==> config.mk <==
export PLATFORM = sky130hd
export DESIGN_NAME = alu_sequencer_flat
export DESIGN_NICKNAME = d
export VERILOG_FILES = /design/src/rtl/alu_sequencer_if.sv /design/src/rtl/alu_sequencer.sv /design/src/flat_wrapper.sv
export SDC_FILE = /design/constraint.sdc
export NUM_CORES = 1
export LEC_CHECK = 0
export ABC_AREA = 1
export CORE_ASPECT_RATIO = 2
export CORE_MARGIN = 2
export CORE_UTILIZATION = 45
export CTS_BUF_LIST = sky130_fd_sc_hd__clkbuf_16
export DETAILED_ROUTE_END_ITERATION = 6
export GPL_TIMING_DRIVEN = 0
export PLACE_DENSITY = 0.73
export SYNTH_ARGS = -nofsm -noshare
export SYNTH_HDL_FRONTEND = slang
export SYNTH_SLANG_ARGS = --single-unit
==> constraint.sdc <==
create_clock -name clk -period 2.3 [get_ports clk]
set_input_delay 0.345 -clock clk [delete_from_list [all_inputs] [get_ports clk]]
set_output_delay 0.345 -clock clk [all_outputs]
set_load 0.02 [all_outputs]
==> src/rtl/alu_sequencer_if.sv <==
// Bundle between the sequencer and its neighbours: fetch handshake, ALU drive/return,
// retire reporting and the debug register-read port.
interface alu_sequencer_if #(
   parameter int N = 16
);
   logic [15:0]  instr;
   logic         instr_valid;
   logic         instr_ready;
   logic [N-1:0] alu_a;
   logic [N-1:0] alu_b;
   logic [3:0]   alu_op;
   logic [N-1:0] alu_out;
   logic         done;
   logic [N-1:0] result;
   logic         err;
   logic [3:0]   dbg_addr;
   logic [N-1:0] dbg_data;

   modport slave (
      input  instr, instr_valid, alu_out, dbg_addr,
      output instr_ready, alu_a, alu_b, alu_op, done, result, err, dbg_data
   );

   modport master (
      output instr, instr_valid, alu_out, dbg_addr,
      input  instr_ready, alu_a, alu_b, alu_op, done, result, err, dbg_data
   );
endinterface

==> src/rtl/alu_sequencer.sv <==
// Three-state issue/write-back controller: accepts one instruction, drives the external
// combinational ALU from registered operands, writes the result back to a 16-entry file.
module alu_sequencer #(
   parameter int N = 16
) (
   input logic            clk,
   input logic            rst_n,
   alu_sequencer_if.slave bus
);
   typedef enum logic [1:0] {IDLE, EXEC, WB} state_t;

   state_t       state;
   logic [15:0]  ir;
   logic [N-1:0] regs [16];

   logic [3:0]   op, rd, rs1, rs2;
   logic [N-1:0] imm;

   assign op  = ir[15:12];
   assign rd  = ir[11:8];
   assign rs1 = ir[7:4];
   assign rs2 = ir[3:0];
   assign imm = {{(N-8){ir[7]}}, ir[7:0]};

   // R[0] is never written, so it always reads back as zero.
   assign bus.dbg_data = regs[bus.dbg_addr];

   always_ff @(posedge clk or negedge rst_n) begin
      if (!rst_n) begin
         state           <= IDLE;
         ir              <= '0;
         bus.instr_ready <= 1'b1;
         bus.alu_a       <= '0;
         bus.alu_b       <= '0;
         bus.alu_op      <= '0;
         bus.done        <= 1'b0;
         bus.result      <= '0;
         bus.err         <= 1'b0;
         for (int i = 0; i < 16; i++) regs[i] <= '0;
      end else begin
         bus.done <= 1'b0;
         bus.err  <= 1'b0;
         case (state)
            IDLE: begin
               if (bus.instr_valid && bus.instr_ready) begin
                  ir              <= bus.instr;
                  bus.instr_ready <= 1'b0;
                  state           <= EXEC;
               end
            end
            EXEC: begin
               // Operands are frozen here and held through WB so alu_out is settled when sampled.
               if (!op[3]) begin
                  bus.alu_a  <= regs[rs1];
                  bus.alu_b  <= regs[rs2];
                  bus.alu_op <= op;
               end
               state <= WB;
            end
            WB: begin
               if (!op[3]) begin
                  if (rd != 4'd0) regs[rd] <= bus.alu_out;
                  bus.result <= bus.alu_out;
                  bus.done   <= 1'b1;
               end else if (op == 4'hF) begin
                  if (rd != 4'd0) regs[rd] <= imm;
                  bus.result <= imm;
                  bus.done   <= 1'b1;
               end else begin
                  bus.err <= 1'b1;
               end
               bus.instr_ready <= 1'b1;
               state           <= IDLE;
            end
            default: state <= IDLE;
         endcase
      end
   end
endmodule

==> src/flat_wrapper.sv <==
// flat-port wrapper written by rule: the top's interface ports become plain ports
module alu_sequencer_flat 
#(
   parameter int N = 16
)
  (clk, rst_n, bus_instr, bus_instr_valid, bus_alu_out, bus_dbg_addr, bus_instr_ready, bus_alu_a, bus_alu_b, bus_alu_op, bus_done, bus_result, bus_err, bus_dbg_data);
  alu_sequencer_if #(.N(N)) bus_i ();
  input logic clk;
  input logic rst_n;
  input wire logic [$bits(bus_i.instr)-1:0] bus_instr;
  input wire logic [$bits(bus_i.instr_valid)-1:0] bus_instr_valid;
  input wire logic [$bits(bus_i.alu_out)-1:0] bus_alu_out;
  input wire logic [$bits(bus_i.dbg_addr)-1:0] bus_dbg_addr;
  output wire logic [$bits(bus_i.instr_ready)-1:0] bus_instr_ready;
  output wire logic [$bits(bus_i.alu_a)-1:0] bus_alu_a;
  output wire logic [$bits(bus_i.alu_b)-1:0] bus_alu_b;
  output wire logic [$bits(bus_i.alu_op)-1:0] bus_alu_op;
  output wire logic [$bits(bus_i.done)-1:0] bus_done;
  output wire logic [$bits(bus_i.result)-1:0] bus_result;
  output wire logic [$bits(bus_i.err)-1:0] bus_err;
  output wire logic [$bits(bus_i.dbg_data)-1:0] bus_dbg_data;
  assign bus_i.instr = bus_instr;
  assign bus_i.instr_valid = bus_instr_valid;
  assign bus_i.alu_out = bus_alu_out;
  assign bus_i.dbg_addr = bus_dbg_addr;
  assign bus_instr_ready = bus_i.instr_ready;
  assign bus_alu_a = bus_i.alu_a;
  assign bus_alu_b = bus_i.alu_b;
  assign bus_alu_op = bus_i.alu_op;
  assign bus_done = bus_i.done;
  assign bus_result = bus_i.result;
  assign bus_err = bus_i.err;
  assign bus_dbg_data = bus_i.dbg_data;
  alu_sequencer #(.N(N)) u_core (.clk(clk), .rst_n(rst_n), .bus(bus_i));
endmodule
==> flow_metrics.env, run 1 <==
export IMPL_outcome="aborted with a tool error"
export IMPL_lastStage="global routing (5_1_grt)"
export IMPL_error="[ERROR GRT-0116] Global routing finished with congestion. Check the congestion regions in the DRC Viewer."
export IMPL_cts_root_buf="clkbuf_16"
export IMPL_fp_dieW_um=151
export IMPL_grt_pass1_wl_mm=228
export IMPL_syn_area_um2=19400
export IMPL_rows=107
export IMPL_grt_pass1_vias=26484
export IMPL_clockBufferDepth=3
export IMPL_synth_cell_types=24
export IMPL_boundaryPins=110
export IMPL_dp_hpwl_mm=99.9
export IMPL_synth_area_per_cell_um2=6.66
export IMPL_dp_slack_ns=-1.71
export IMPL_start_util_pct=45.5
export IMPL_clock_sinks=328
export IMPL_cts_max_level=1
export IMPL_syn_inst=2912
export IMPL_netlist_top_cells_area="dfrtp_1 42%, nand2_1 23%, nand3_1 12%"
export IMPL_grt_util_all_layers_pct=70.7
export IMPL_cts_buffers=31
export IMPL_ys_warn_count=0
export IMPL_synth_async_sr_flop_share_pct=100
export IMPL_grt_ovfl_total=256
export IMPL_place_inst=3563
export IMPL_synth_seq_cells=328
export IMPL_yosysSeqAreaShare_pct=42.3
export IMPL_synth_area_leader_cell="dfrtp_1"
export IMPL_grt_max_degree=127
export IMPL_synthesis_nets=2951
export IMPL_synth_edf_count=0
export IMPL_gp_congestion=1.25
export IMPL_synth_most_common_cell="nand2_1"
export IMPL_synth_top_cell_area_share_pct=42.2
export IMPL_die_y_um=298
export IMPL_ys_flop_type="dfrtp_1"
export IMPL_portBuffers=104
export IMPL_yosys_top_cells_count="1192 x nand2_1, 484 x nand3_1, 327 x dfrtp_1"
==> routing by layer <==
metal | overflow | track usage (%)
met1 | 1 | 73.2
met3 | 2 | 52.3
met5 | 0 | 15.6
met4 | 109 | 67.3
met2 | 144 | 87.8
==> per-stage QoR <==
step	hold slack (ns)	TNS (ns)	instance area, um^2	utilization (%)
floorplan	0.0494	0	19400	-
global placement	0.426	-4559.43	21100	49.6
detailed placement	0.444	-166.47	21200	49.7
CTS	0.309	-3.50	23000	54.0
==> repair_timing <==
action | in CTS
resized for setup | 324
endpoints found under the setup margin | 277
setup buffers | 25
hold endpoints to repair | 101
hold buffers | 1
pin swaps | 64
==> cells by family after synthesis <==
group           count (synthesis)  synth area share [%]
compound gates                459                  12.7
buf+inv                       425                  8.60
flops                         328                  42.3
other cells                     1                0.0193
simple gates                 1699                  36.4
==> inputs of run 2 (changes only) <==
--- a/config.mk
+++ b/config.mk
@@ -6,13 +6,11 @@
 export NUM_CORES = 1
 export LEC_CHECK = 0
 export ABC_AREA = 1
-export CORE_ASPECT_RATIO = 2
 export CORE_MARGIN = 2
-export CORE_UTILIZATION = 45
-export CTS_BUF_LIST = sky130_fd_sc_hd__clkbuf_16
+export CORE_UTILIZATION = 30
 export DETAILED_ROUTE_END_ITERATION = 6
 export GPL_TIMING_DRIVEN = 0
-export PLACE_DENSITY = 0.73
+export PLACE_DENSITY_LB_ADDON = 0.15
 export SYNTH_ARGS = -nofsm -noshare
 export SYNTH_HDL_FRONTEND = slang
 export SYNTH_SLANG_ARGS = --single-unit
==> run 2 against run 1 <==
Effect of this change:
- the flow now finishes, with violations (setup timing)
- synthesized cell count stayed put
- synthesized area stayed put
==> flow_metrics.env, run 2 <==
export IMPL_fin_nets=3121
export IMPL_vias=23137
export IMPL_hold_violations=0
export IMPL_synth_area_leader_cell="dfrtp_1"
export IMPL_place_inst=3874
export IMPL_cts_clk_slew_worst_paths_ns=0.06
export IMPL_slowest_stage="buf_2"
export IMPL_routed_via_density=5.83
export IMPL_worst_slew_pin_slew_ns=1.01
export IMPL_cts_root_buf="clkbuf_16"
export IMPL_dp_hpwl_mm=99.6
export IMPL_grt_max_degree=100
export IMPL_p_leak_uw=0.0124
export IMPL_tritoncts="built"
export IMPL_die_y_um=258
export IMPL_area_growth_synth_to_final_pct=22.5
export IMPL_netlist_top_cells_area="dfrtp_1 42%, nand2_1 23%, nand3_1 12%"
export IMPL_synth_most_common_cell="nand2_1"
export IMPL_setup_tns_ns=-0.141
export IMPL_final_common_cell="nand2_1"
export IMPL_path_cells="buf_2 -> buf_2 -> a21oi_1 -> o21ai_0 -> nand3_1 -> nand3_1 -> nand2_4 -> buf_4"
export IMPL_timing_critical_path_buf_inv=3
export IMPL_outcome="complete, but fails checks"
export IMPL_fillerInstances=6959
export IMPL_slew_violations=0
export IMPL_crit_type="in2out"
export IMPL_critPathLaunchType="input port"
export IMPL_grt_pass1_wl_mm=181
export IMPL_cts_max_level=2
export IMPL_grt_ovfl_total=0
export IMPL_post_route_min_period_ns=2.36
export IMPL_synth_area_per_cell_um2=6.66
export IMPL_clockBufferDepth=3
export IMPL_fp_dieW_um=258
export IMPL_synth_top_cell_area_share_pct=42.2
export IMPL_final_cell_mix="1176 x nand2_1, 469 x nand3_1, 321 x o21ai_0"
export IMPL_largest_register="u_core.regs"
export IMPL_syn_area_um2=19400
export IMPL_wl_per_cell_um=33.8
export IMPL_ant_nets=0
export IMPL_slew_headroom_pct=32.6
export IMPL_synth_async_sr_flop_share_pct=100
export IMPL_rows=93
export IMPL_synthesis_nets=2951
export IMPL_syn_inst=2912
export IMPL_fp_dieArea_um2=66700
export IMPL_violations="setup timing"
export IMPL_power_uw=40200
export IMPL_yosys_top_cells_count="1192 x nand2_1, 484 x nand3_1, 327 x dfrtp_1"
export IMPL_max_vdd_ir_drop_mv=0.636
export IMPL_boundaryPins=110
export IMPL_fin_skew_ns=0.0150
export IMPL_yosysSeqAreaShare_pct=42.3
export IMPL_clk_latency_ns=0.59
export IMPL_grt_util_all_layers_pct=39.7
export IMPL_synth_seq_cells=328
export IMPL_placed_cell_area_um2=21600
export IMPL_slowest_delay_ns=0.55
export IMPL_timing_rr_start="u_core.ir[4]"
export IMPL_timing_hold_ws_ns=0.309
export IMPL_drv_cap=0
export IMPL_cts_buffers=41
export IMPL_min_period_over_period_pct=103
export IMPL_core_um2=64200
export IMPL_hold_path_class="in2async"
export IMPL_clock_sinks=328
export IMPL_portBuffers=104
export IMPL_grt_pass1_vias=21610
export IMPL_critPathLaunch="bus_dbg_addr[0]"
export IMPL_largest_reg_flops=256
export IMPL_ys_flop_type="dfrtp_1"
export IMPL_fmax_ghz=0.424
export IMPL_worstPathMaxFanout=10
export IMPL_crit_required_ns=1.96
export IMPL_synth_edf_count=0
export IMPL_start_util_pct=30.2
export IMPL_fin_ws_ns=-0.0581
export IMPL_drt_pass1_iterations=6
export IMPL_drive_gt1_share_pct=12.4
export IMPL_setup_violations=4
export IMPL_antenna_found_initial=10
export IMPL_stdcell_count=3970
export IMPL_synth_cell_types=24
export IMPL_powerDensity_nw_per_um2=1690
export IMPL_drc_errors=0
export IMPL_arrival_ns=2.01
export IMPL_ys_warn_count=0
export IMPL_gp_congestion=1.07
export IMPL_cp_top_family="buffers and inverters"
export IMPL_end_kind="primary output"
export IMPL_fin_area_um2=23700
export IMPL_drt_iter0_drc=3397
export IMPL_rsz0062_at_grt="true"
export IMPL_wl_mm=134
run 2: cell type report:
class / count / area [um^2] / area share (%)
clock buffer: 57 / 1170 / 4.92
tap: 855 / 1070 / 4.51
clock inverter: 15 / 170 / 0.717
inverter: 176 / 663 / 2.79
buffer: 244 / 1480 / 6.21
sequential: 328 / 8240 / 34.7
antenna: 4 / 10.0 / 0.0422
multi-input combinational: 2159 / 9680 / 40.8
timing repair buffer: 132 / 1260 / 5.32
run 2: cells by family (layout without fill, tap and decap cells):
group | count (synthesis) | after routing | share of synthesized area, %
buf+inv | 425 | 624 | 8.60
flops | 328 | 328 | 42.3
simple gates | 1699 | 1699 | 36.4
other cells | 1 | 5 | 0.0193
compound gates | 459 | 459 | 12.7
run 2: report_power, final:
part	switching, uW	internal [uW]	leakage, uW	total (uW)
clock network	2800	3890	0.000654	6700
logic	16400	6040	0.00830	22400
registers	3040	8030	0.00346	11100
total	22200	18000	0.0124	40200
run 2: metrics by stage:
stage | util [%] | worst slack (ns)
final | 37.0 | -0.0581
after global routing | 36.9 | -0.0623
after CTS | 36.6 | -0.110
after detailed placement | 33.6 | -1.51
after global placement | 33.5 | -14.33
after floorplan | - | 0.452
run 2: what timing repair did:
| action | in CTS | in global routing |
|---|---|---|
| hold buffers | 1 | 0 |
| resized for setup | 357 | 117 |
| endpoints found under the hold margin | 73 | 0 |
| buffers inserted | 12 | 12 |
| pin swaps | 19 | 11 |
| setup endpoints to repair | 297 | 194 |
run 2: path summary, 6_finish.rpt:
check | slack, ns | to | cells after the start
worst min register to register | 0.45 | u_core.state[1] | 1
worst max-delay path | -0.06 | bus_dbg_data[4] | 8
worst max register to register | 0.01 | u_core.bus.alu_a[15] | 11
max in group asynchronous | 0.91 | u_core.regs[64] | 3
worst min-delay path | 0.31 | u_core.bus.alu_a[4] | 2
min in group clk | 0.34 | u_core.ir[5] | 3
run 2: metal layers:
layer	vias up	global-route usage, %	share of wire (%)
li1	9793	-	-
met1	11384	52.6	40
met2	1568	58.5	42
met3	386	8.04	10
met4	6	26.6	8.0
met5	-	0	0.025
(Power assumes the default switching activity.)
